## src/rtl/input_conditioner.sv

```systemverilog
// Synchronises and debounces the raw push-button and run/step mode switch for the clock generator.
// Define AUTO_REPEAT_EN to add hold-to-repeat press pulses on the button channel.
module input_conditioner #(
  parameter int unsigned DEBOUNCE_CYCLES = 270000,
  parameter bit          BTN_ACTIVE_LOW  = 1'b1,
  parameter bit          MODE_ACTIVE_LOW = 1'b0,
  parameter int unsigned REPEAT_DELAY    = 13500000,
  parameter int unsigned REPEAT_PERIOD   = 2700000
) (
  input  logic sys_clk,
  input  logic rst_n,
  input  logic btn_raw,
  input  logic mode_raw,
  output logic btn_level,
  output logic btn_press,
  output logic btn_release,
  output logic mode_level,
  output logic mode_changed
);

  localparam int unsigned CntW       = $clog2(DEBOUNCE_CYCLES + 1);
  localparam bit          SingleCycle = (DEBOUNCE_CYCLES == 1);
  // A CHK state is entered on the first differing sample, so it accepts after D-2 increments.
  localparam int unsigned CntLastInt = (DEBOUNCE_CYCLES > 1) ? DEBOUNCE_CYCLES - 2 : 0;
  localparam logic [CntW-1:0] CntLast = CntW'(CntLastInt);

  typedef enum logic [1:0] {StStableLo, StChkHi, StStableHi, StChkLo} chan_state_e;

  // Channel 0 is the button, channel 1 the mode switch.
  logic [1:0]      raw_act;
  logic [1:0]      sync1_q, sync_q;
  logic [1:0]      level_q, rise_q, fall_q;
  logic [1:0]      accept;
  chan_state_e     state_q [2];
  logic [CntW-1:0] cnt_q   [2];
  logic            rep_pulse;

  assign raw_act = {mode_raw ^ MODE_ACTIVE_LOW, btn_raw ^ BTN_ACTIVE_LOW};

  always_comb begin
    accept = '0;
    for (int i = 0; i < 2; i++) begin
      case (state_q[i])
        StStableLo: accept[i] = SingleCycle && sync_q[i];
        StChkHi:    accept[i] = sync_q[i] && (cnt_q[i] == CntLast);
        StStableHi: accept[i] = SingleCycle && !sync_q[i];
        StChkLo:    accept[i] = !sync_q[i] && (cnt_q[i] == CntLast);
        default:    accept[i] = 1'b0;
      endcase
    end
  end

  always_ff @(posedge sys_clk or negedge rst_n) begin
    if (!rst_n) begin
      sync1_q <= '0;
      sync_q  <= '0;
      level_q <= '0;
      rise_q  <= '0;
      fall_q  <= '0;
      for (int i = 0; i < 2; i++) begin
        state_q[i] <= StStableLo;
        cnt_q[i]   <= '0;
      end
    end else begin
      sync1_q <= raw_act;
      sync_q  <= sync1_q;
      for (int i = 0; i < 2; i++) begin
        rise_q[i] <= 1'b0;
        fall_q[i] <= 1'b0;
        case (state_q[i])
          StStableLo, StChkHi: begin
            if (accept[i]) begin
              state_q[i] <= StStableHi;
              level_q[i] <= 1'b1;
              rise_q[i]  <= 1'b1;
            end else if (!sync_q[i]) begin
              state_q[i] <= StStableLo;
            end else if (state_q[i] == StStableLo) begin
              state_q[i] <= StChkHi;
              cnt_q[i]   <= '0;
            end else begin
              cnt_q[i] <= cnt_q[i] + CntW'(1);
            end
          end
          StStableHi, StChkLo: begin
            if (accept[i]) begin
              state_q[i] <= StStableLo;
              level_q[i] <= 1'b0;
              fall_q[i]  <= 1'b1;
            end else if (sync_q[i]) begin
              state_q[i] <= StStableHi;
            end else if (state_q[i] == StStableHi) begin
              state_q[i] <= StChkLo;
              cnt_q[i]   <= '0;
            end else begin
              cnt_q[i] <= cnt_q[i] + CntW'(1);
            end
          end
          default: state_q[i] <= StStableLo;
        endcase
      end
    end
  end

`ifdef AUTO_REPEAT_EN
  localparam int unsigned RepMax = (REPEAT_DELAY > REPEAT_PERIOD) ? REPEAT_DELAY : REPEAT_PERIOD;
  localparam int unsigned RepW   = $clog2(RepMax + 1);

  logic [RepW-1:0] rep_cnt_q;
  logic            rep_pulse_q;

  // Down-counter reloaded while released; a press that is being released this cycle never repeats.
  always_ff @(posedge sys_clk or negedge rst_n) begin
    if (!rst_n) begin
      rep_cnt_q   <= '0;
      rep_pulse_q <= 1'b0;
    end else begin
      rep_pulse_q <= 1'b0;
      if (!level_q[0] || accept[0]) begin
        rep_cnt_q <= RepW'(REPEAT_DELAY - 1);
      end else if (rep_cnt_q == '0) begin
        rep_pulse_q <= 1'b1;
        rep_cnt_q   <= RepW'(REPEAT_PERIOD - 1);
      end else begin
        rep_cnt_q <= rep_cnt_q - RepW'(1);
      end
    end
  end

  assign rep_pulse = rep_pulse_q;
`else
  logic unused_repeat_params;
  assign unused_repeat_params = ^{REPEAT_DELAY, REPEAT_PERIOD};
  assign rep_pulse = 1'b0;
`endif

  assign btn_level    = level_q[0];
  assign btn_press    = rise_q[0] | rep_pulse;
  assign btn_release  = fall_q[0];
  assign mode_level   = level_q[1];
  assign mode_changed = rise_q[1] | fall_q[1];

endmodule

```

## config.mk

```make
export PLATFORM = sky130hd
export DESIGN_NAME = input_conditioner
export DESIGN_NICKNAME = d
export VERILOG_FILES = /design/src/rtl/input_conditioner.sv
export SDC_FILE = /design/constraint.sdc
export NUM_CORES = 1
export LEC_CHECK = 0
export BUFFER_PORTS_ARGS = -buffer_cell sky130_fd_sc_hd__buf_2
export CORE_UTILIZATION = 40
export CTS_CLUSTER_SIZE = 25
export DETAILED_ROUTE_END_ITERATION = 12
export PLACE_DENSITY = 0.62
export SYNTH_ARGS = -nofsm -noshare
export SYNTH_HDL_FRONTEND = slang
export SYNTH_SLANG_ARGS = --single-unit
export TNS_END_PERCENT = 10
```

## constraint.sdc

```tcl
create_clock -name sys_clk -period 3.9 [get_ports sys_clk]
set_input_delay 0.39 -clock sys_clk [delete_from_list [all_inputs] [get_ports sys_clk]]
set_output_delay 0.39 -clock sys_clk [all_outputs]
set_load 0.01 [all_outputs]
```

# == Yosys cells after proc, flatten, opt, wreduce, memory -nomap -nowiden ==
# Index checks and enable logic that the tools add are counted.
# word_totals
reg_bits,52
elab_cells,100
inputBits,4
# op_classes
reduce_logical,20
n_eq_ne,24
mux,42
n_bitwise,2
add_sub_neg,2
# ops
op,count
two-way mux 19 bit,12
one-hot mux 19 bit (2 select lines),2
"adder 19 x 1 -> 19 bit, second input constant",2
"== test 19 bit, second input constant",2
two-way mux 2 bit,12
"inequality test 2 bit, second input constant",12
"inequality test 4 bit, second input constant",4
OR reduction 2 bit,6
two-way mux 1 bit,10
"== test 2 bit, second input constant",4
one-hot mux 2 bit (2 select lines),2
AND reduction 2 bit,4
AND reduction 4 bit,2
one-hot mux 1 bit (3 select lines),2
"== test 2 x 1 -> 1 bit, second input constant",2
logical AND 1 bit,4
zero test 2 bit,2
one-hot mux 1 bit (2 select lines),2
zero test 1 bit,2
NOT 1 bit,1
bitwise OR 1 bit,1

# == Logic depth before layout (Yosys ltp) ==
# Gate-level depths: netlist (run 1).
# depth
depth_word,5
ltp_mapped,13

# == Worst setup path after synthesis (run 1) ==
# OpenSTA, ideal clock, no wires.
# synth_timing
path_kind,reg2reg
start,reg cnt_q[0] (netlist name)
end,reg cnt_q[9] (netlist name)
arrival_ps,2336
stages_incl_launch_ff,11
slack_ps,1443
setup_time_ps,122
path_cell_list,dfrtp_1 inv_1 ha_1 or4b_2 nor3_4 nand2_1 nor2_1 ha_1 nor2_2 a41o_1 a32o_1
# synth_between
elab_chain_len,5
elab_cells_between_ends,15
classes_between,1 x add/sub; 3 x eq/ne; 8 x mux; 3 x reduce/logical
# synth_lines
item,line,rtl
start: declaration,35,logic [CntW-1:0] cnt_q [2];
start signal: indexed assignment,82,cnt_q[i] <= cnt_q[i] + CntW'(1);
start signal: indexed assignment,96,cnt_q[i] <= cnt_q[i] + CntW'(1);
adder 19 x 1 -> 19 bit or == test 19 bit (tied branches),n/a,
two-way mux 19 bit (tied with other cells),92,end else if (state_q[i] == StStableHi) begin
two-way mux 19 bit (tied with other cells),90,end else if (sync_q[i]) begin
two-way mux 19 bit (tied with other cells),86,if (accept[i]) begin
one-hot mux 19 bit (2 select lines) or AND reduction 4 bit (tied branches),n/a,
# Several ways; a longest one is shown, not always the timed one. The select of a mux whose other input is x is not followed.
# A chain may end at the register's enable or synchronous reset.

# == Final worst setup path (run 1) ==
# layout_timing
start,reg cnt_q[19] (netlist name)
end,reg cnt_q[34] (netlist name)
# The elaborated chain is that of the path after synthesis.

==> metrics, run 1 <==
clock period minus final worst setup slack 2.94 ns; detailed placer's ending HPWL 4250 um; nature of the critical path startpoint flip-flop; count of buffers from port buffering 8; final layout net count 342; Primary FF master, synth sky130_fd_sc_hd__dfrtp_1; clock network fraction of total power 0.378; worst min path class input port to async pin; first-pass GRT wire length 11000 um; kind of end point of the critical path flip-flop; sequential cell area fraction in the yosys report 0.439; antenna violations before repair 0; clock slew at reported path FFs 0.10 ns; Gate power share 0.074; length of the first detailed-routing pass in iterations 4; Max Freq 340 MHz; Clock H-tree levels 2; RSZ-0062 raised after global routing false; drt first-iter violations 146; Post-Synthesis Net Count 342; share of Yosys cell area claimed by the top area cell type 0.439; internal power 0.000815 W; maximum fanout along the worst path 7; run status complete, no violations; Resized cells post-CTS 0; vias in the first global route 2247; number of remaining DRC errors 0; number of vias after detailed routing 2503; overall fraction of global-route tracks in use 0.180; height of the chip 88.1 um; slew margin rel. 0.380; async set-reset flop share out of synthesis 1.00; launching element of the worst setup path cnt_q[19]; number of failing setup endpoints in the final timing report 0; sequential share of power 0.548; standard-cell rows 31; final standard cell utilization of the core 0.442; area of the die 7760 um2; share of the cycle needed by the critical path after routing 0.755; cell type contributing the most total cell area after synthesis sky130_fd_sc_hd__dfrtp_1; Core Footprint 7210 um2; setup TNS after final layout 0 ns; launch point of the worst reg-to-reg path cnt_q[19]; Hold Worst Slack 0.0367 ns; mean area per synthesized cell 8.98 um2; fraction of power spent switching nets 0.246; Routed WL per cell 14.7 um; CTS sink count 52; WS Path Type flip-flop to flip-flop; number of enable flip-flop cells after synthesis 0; critical path required time 4.12 ns; Inserted Clock Buffers 5; antenna viol nets, final 0; distinct cell type count of the synthesized netlist 53; ranking of synthesized cells by instance count 52 x sky130_fd_sc_hd__dfrtp_1, 41 x sky130_fd_sc_hd__nand2_1, 34 x sky130_fd_sc_hd__nand3_1; x dimension of the die 88.1 um; Vias/cell 5.82; Post-Route Skew 0.0137 ns; standby leakage power 1.31 nW; pin count of the biggest net entering global routing 31; number of post-CTS setup repair buffers 0; library cell used as clock root buffer sky130_fd_sc_hd__clkbuf_8; net switching component of the power 0.000266 W; area growth from synthesis to final layout 7.56%; wirelength, routed 6330 um; share of layout cells above drive strength 1 0.0937; number of warnings reported in the yosys synthesis log 0; largest cells by area after synthesis sky130_fd_sc_hd__dfrtp_1 44%, sky130_fd_sc_hd__nand3_1 5.7%, sky130_fd_sc_hd__nand2_1 5.2%; ant diodes 0; source-to-sink clock delay at the later pin of the worst-skew pair 0.30 ns; Power Dens Cells 339 nW/um2; effective utilization at floorplan 0.411; most frequent cell after synthesis sky130_fd_sc_hd__dfrtp_1; GPL Wtd Cong 0.871; Max-cap violations 0; maximum root-to-sink buffer count 2; gate count of the mapped netlist 330; maximum resistive drop on vdd 167 uV; post-synthesis register bit count 52; Hold Buf Count CTS 0; total count of max-transition violations in the final report 0; actual transition at the worst max-transition pin 0.929 ns; final-report hold violation count 0; CP Data Arrival Time 3.16 ns; overflow left after global routing 0; TritonCTS clock tree yes; mapped cell area 2960 um2; top-level port count 9
[cell type report]
type | instances | area [um2]
clock buffer | 7 | 96.3
inverter | 16 | 60.1
fill | 701 | 4030
sequential | 52 | 1300
clock inverter | 1 | 30.0
multi-input combinational | 245 | 1520
tap | 99 | 124
timing repair buffer | 10 | 55.1
[metrics by stage]
stage | power (W) | worst slack, ns | instances | instance area, um2
after global routing | 0.00113 | 0.690 | 430 | 3190
after detailed placement | 0.000684 | 0.961 | 422 | 3060
after floorplan | 0.000650 | 1.44 | 330 | 2960
final | 0.00108 | 0.957 | 430 | 3190
after CTS | 0.00109 | 0.902 | 430 | 3190
after global placement | 0.000682 | 0.998 | 422 | 3060
[sequential cells by signal, summed over array words and instances (netlist names)]
| register | flops |
|---|---|
| cnt_q | 38 |
| sync_q | 2 |
| level_q | 2 |
| rise_q | 2 |
| fall_q | 2 |
| sync1_q | 2 |
| state_q | 4 |
[layer usage]
metal  GRT usage  vias up  routed length (um)
li1            -     1224                   -
met1       0.248     1210                3020
met5           0        -                   0
met2       0.288       61                2980
met3      0.0292        8                 222
met4      0.0645        0                 106
[power groups by stage]
| stage | clock network [W] | registers (W) | logic [W] |
|---|---|---|---|
| finish | 0.000408 | 0.000593 | 0.0000805 |
| global placement | 0 | 0.000603 | 0.0000797 |
| detailed placement | 0 | 0.000603 | 0.0000809 |
| floorplan | 0 | 0.000590 | 0.0000598 |
| CTS | 0.000417 | 0.000592 | 0.0000819 |
| global route | 0.000442 | 0.000599 | 0.0000921 |
[cells in the final DEF (no fill, tap or decap), types with 5 or more instances in the layout]
cell type,n
sky130_fd_sc_hd__a31oi_1,7
sky130_fd_sc_hd__buf_2,8
sky130_fd_sc_hd__nor4_1,6
sky130_fd_sc_hd__ha_1,8
sky130_fd_sc_hd__inv_1,16
sky130_fd_sc_hd__o21ai_0,26
sky130_fd_sc_hd__nand2_1,41
sky130_fd_sc_hd__nor3_1,5
sky130_fd_sc_hd__or4_1,6
sky130_fd_sc_hd__o31ai_1,9
sky130_fd_sc_hd__nor2_1,19
sky130_fd_sc_hd__a21oi_1,14
sky130_fd_sc_hd__dfrtp_1,52
sky130_fd_sc_hd__mux2i_1,5
sky130_fd_sc_hd__clkbuf_8,7
sky130_fd_sc_hd__nand3_1,34
sky130_fd_sc_hd__nand4_1,9
[worst paths after layout]
path / depth (start not counted) / to / slack, ns
min in group sys_clk: 1 / sync1_q[1] / 0.19
setup / recovery: 13 / cnt_q[34] / 0.96
hold / removal: 1 / cnt_q[12] / 0.04
setup reg to reg: 13 / cnt_q[34] / 0.96
hold reg to reg: 0 / sync_q[0] / 0.36
max in group asynchronous: 2 / cnt_q[29] / 3.07
[worst max-delay path: stages (launching register included)]
cell	delay (ns)
sky130_fd_sc_hd__dfrtp_1	0.43
sky130_fd_sc_hd__inv_1	0.07
sky130_fd_sc_hd__ha_1	0.21
sky130_fd_sc_hd__nor4b_2	0.18
sky130_fd_sc_hd__nand2_1	0.08
sky130_fd_sc_hd__nor2_1	0.09
sky130_fd_sc_hd__nand2_1	0.12
sky130_fd_sc_hd__nor2_1	0.06
sky130_fd_sc_hd__ha_1	0.27
sky130_fd_sc_hd__nor3_4	0.29
sky130_fd_sc_hd__o21ai_0	0.37
sky130_fd_sc_hd__buf_4	0.29
sky130_fd_sc_hd__or3_1	0.33
sky130_fd_sc_hd__o21ai_0	0.07
[kinds of logic (layout without fill, tap and decap cells)]
| logic type | after synthesis | in the layout | synth area share |
|---|---|---|---|
| compound gates | 78 | 78 | 0.174 |
| xor+xnor | 2 | 2 | 0.00591 |
| fa+ha+maj | 8 | 8 | 0.0338 |
| buf+inv | 33 | 34 | 0.0477 |
| flops | 52 | 52 | 0.439 |
| mux | 5 | 5 | 0.0169 |
| simple gates | 152 | 152 | 0.282 |
Power figures use the tool's default switching activity.
==> run 2: changes to the inputs <==
- PLACE_DENSITY: 0.62 -> 0.64
- clock period: 3.9 -> 2.7 ns (I/O delays scaled with it)
==> run 2 against run 1 <==
  * Global-route usage grew 0.64 points
  * Setup slack got worse by 0.79 ns
  * Clock power increased by 32%
  * Via count increased by 3.7%
  * Die area stayed put
  * Sequential cell count unchanged
  * Critical endpoint is now cnt_q[23]
  * Largest power group unchanged
==> metrics, run 2 (synthesized netlist as in run 1, its figures left out) <==
run status complete, no violations; critical path required time 2.92 ns; slowest library cell on the worst path sky130_fd_sc_hd__dfrtp_2; TritonCTS clock tree yes; Max Freq 395 MHz; Hold Worst Slack 0.0749 ns; share of layout cells above drive strength 1 0.156; internal power 0.00115 W; cell depth of the worst hold path 1; x dimension of the die 88.1 um; overall fraction of global-route tracks in use 0.187; commonest non-fill, non-tap cells in the layout 51 x sky130_fd_sc_hd__dfrtp_1, 41 x sky130_fd_sc_hd__nand2_1, 34 x sky130_fd_sc_hd__nand3_1; final layout net count 363; actual transition at the worst max-transition pin 1.01 ns; clock network fraction of total power 0.347; number of failing setup endpoints in the final timing report 0; reg-to-reg slack, setup 0.17 ns; busiest layer in global routing met2; number of vias after detailed routing 2596; fraction of power spent switching nets 0.254; Worst Hold Endpoint sync1_q[1]; final-report hold violation count 0; count of buffers from port buffering 8; launch point of the worst reg-to-reg path cnt_q[19]; WS Path Type flip-flop to flip-flop; hold path start mode_raw; CTS sink count 52; register bank with the most flops cnt_q; crit-path cells inv_1, ha_1, nor4b_2, nand2_1, nor2_1, nand2_1, nor2_1, ha_1, nor3_4, o21ai_0, buf_4, or3_1, o21ai_0; pin count of the biggest net entering global routing 43; Filler Cells Inserted 689; wirelength, routed 6700 um; clock period minus final worst setup slack 2.53 ns; Inserted Clock Buffers 5; area growth from synthesis to final layout 13.9%; Max-cap violations 0; r2r worst-path depth 13; ant diodes 0; Gate power share 0.115; total count of max-transition violations in the final report 0; CP Data Arrival Time 2.75 ns; source-to-sink clock delay at the later pin of the worst-skew pair 0.31 ns; antenna violations before repair 0; standby leakage power 1.41 nW; detailed placer's ending HPWL 4500 um; Core Footprint 7210 um2; Sequential cell area 1300 um2; footprint of the multi-input gates 1570 um2; Routed WL per cell 14.8 um; kind of end point of the critical path flip-flop; area of the die 7760 um2; Clock H-tree levels 2; slew margin rel. 0.320; leading registers by flop count cnt_q: 38 flops, state_q: 4 flops; drt first-iter violations 153; share of the cycle needed by the critical path after routing 0.937; top-level port count 9; length of the first detailed-routing pass in iterations 5; overflow left after global routing 0; most common cell after layout, fill and taps aside sky130_fd_sc_hd__dfrtp_1; effective utilization at floorplan 0.411; Hold Buf Count CTS 0; largest stage delay on the critical path 0.42 ns; critical register-to-register path endpoint cnt_q[23]; first-pass GRT wire length 11400 um; antenna viol nets, final 0; vias in the first global route 2480; max FFs per register 38; clock slew at reported path FFs 0.09 ns; sequential share of power 0.538; net switching component of the power 0.000392 W; met3 track demand over resource in global routing 0.0302; GPL Wtd Cong 0.894; setup TNS after final layout 0 ns; global routing usage on met1 0.240; maximum resistive drop on vdd 256 uV; GRT met2 Usage 0.321; maximum root-to-sink buffer count 2; Power Dens Cells 458 nW/um2; height of the chip 88.1 um; standard-cell rows 31; Vias/cell 5.76; library cell used as clock root buffer sky130_fd_sc_hd__clkbuf_8; RSZ-0062 raised after global routing false; nature of the critical path startpoint flip-flop; maximum fanout along the worst path 12; worst min path class input port to flip-flop; Post-Route Skew 0.00803 ns; number of remaining DRC errors 0; number of post-CTS setup repair buffers 0
==> run 2: repair_timing <==
action / 4_1_cts / 5_1_grt
endpoints found under the hold margin: 0 / 0
setup endpoints to repair: 0 / 20
resized for setup: 0 / 6
==> run 2: power groups by stage <==
stage	Sequential (W)	Combinational (W)	Clock, W
2_1_floorplan	0.000853	0.0000864	0
3_3_place_gp	0.000845	0.000169	0
3_5_place_dp	0.000846	0.000173	0
4_1_cts	0.000831	0.000173	0.000557
5_1_grt	0.000836	0.000200	0.000588
6_report	0.000831	0.000178	0.000537
==> run 2: how the worst max path moves through the flow <==
| stage | start | endpoint | slack, ns | cells after the start |
|---|---|---|---|---|
| 4_1_cts | cnt_q[0] | cnt_q[8] | 0.06 | 11 |
| 5_1_grt | cnt_q[25] | cnt_q[23] | 0.04 | 11 |
| 2_1_floorplan | cnt_q[0] | cnt_q[9] | 0.24 | 10 |
| 3_5_place_dp | cnt_q[0] | cnt_q[15] | 0.10 | 11 |
| 6_report | cnt_q[19] | cnt_q[23] | 0.17 | 13 |
| 3_3_place_gp | cnt_q[17] | cnt_q[8] | 0.16 | 10 |
==> run 2: cell type report <==
cell class / count / area share
Clock buffer: 5 / 0.0204
Inverter: 16 / 0.0178
Clock inverter: 3 / 0.0126
Timing Repair Buffer: 29 / 0.0622
Sequential cell: 52 / 0.386
Tap cell: 99 / 0.0367
Multi-Input combinational cell: 247 / 0.465
==> run 2: worst max-delay path: cells and delay by family, from the launching register on <==
family | cells | cell delay [ns]
AND/OR/NAND/NOR | 7 | 1.13
buffers and inverters | 2 | 0.25
AO/OA/AOI/OAI | 2 | 0.23
flip-flops | 1 | 0.42
adder cells (fa/ha/maj) | 2 | 0.43
==> run 2: metrics by stage <==
step	cells	utilization	worst slack, ns	cell area, um2	total power, W
floorplan	330	-	0.243	2960	0.000939
global placement	441	0.446	0.157	3220	0.00101
detailed placement	441	0.446	0.101	3220	0.00102
CTS	449	0.461	0.0645	3330	0.00156
global route	451	0.468	0.0416	3380	0.00162
finish	451	0.468	0.170	3380	0.00155
==> run 2: routing by layer <==
metal	part of all wire	wire length (um)
met2	0.49	3290
met5	0	0
met3	0.041	272
met1	0.45	3030
met4	0.016	106
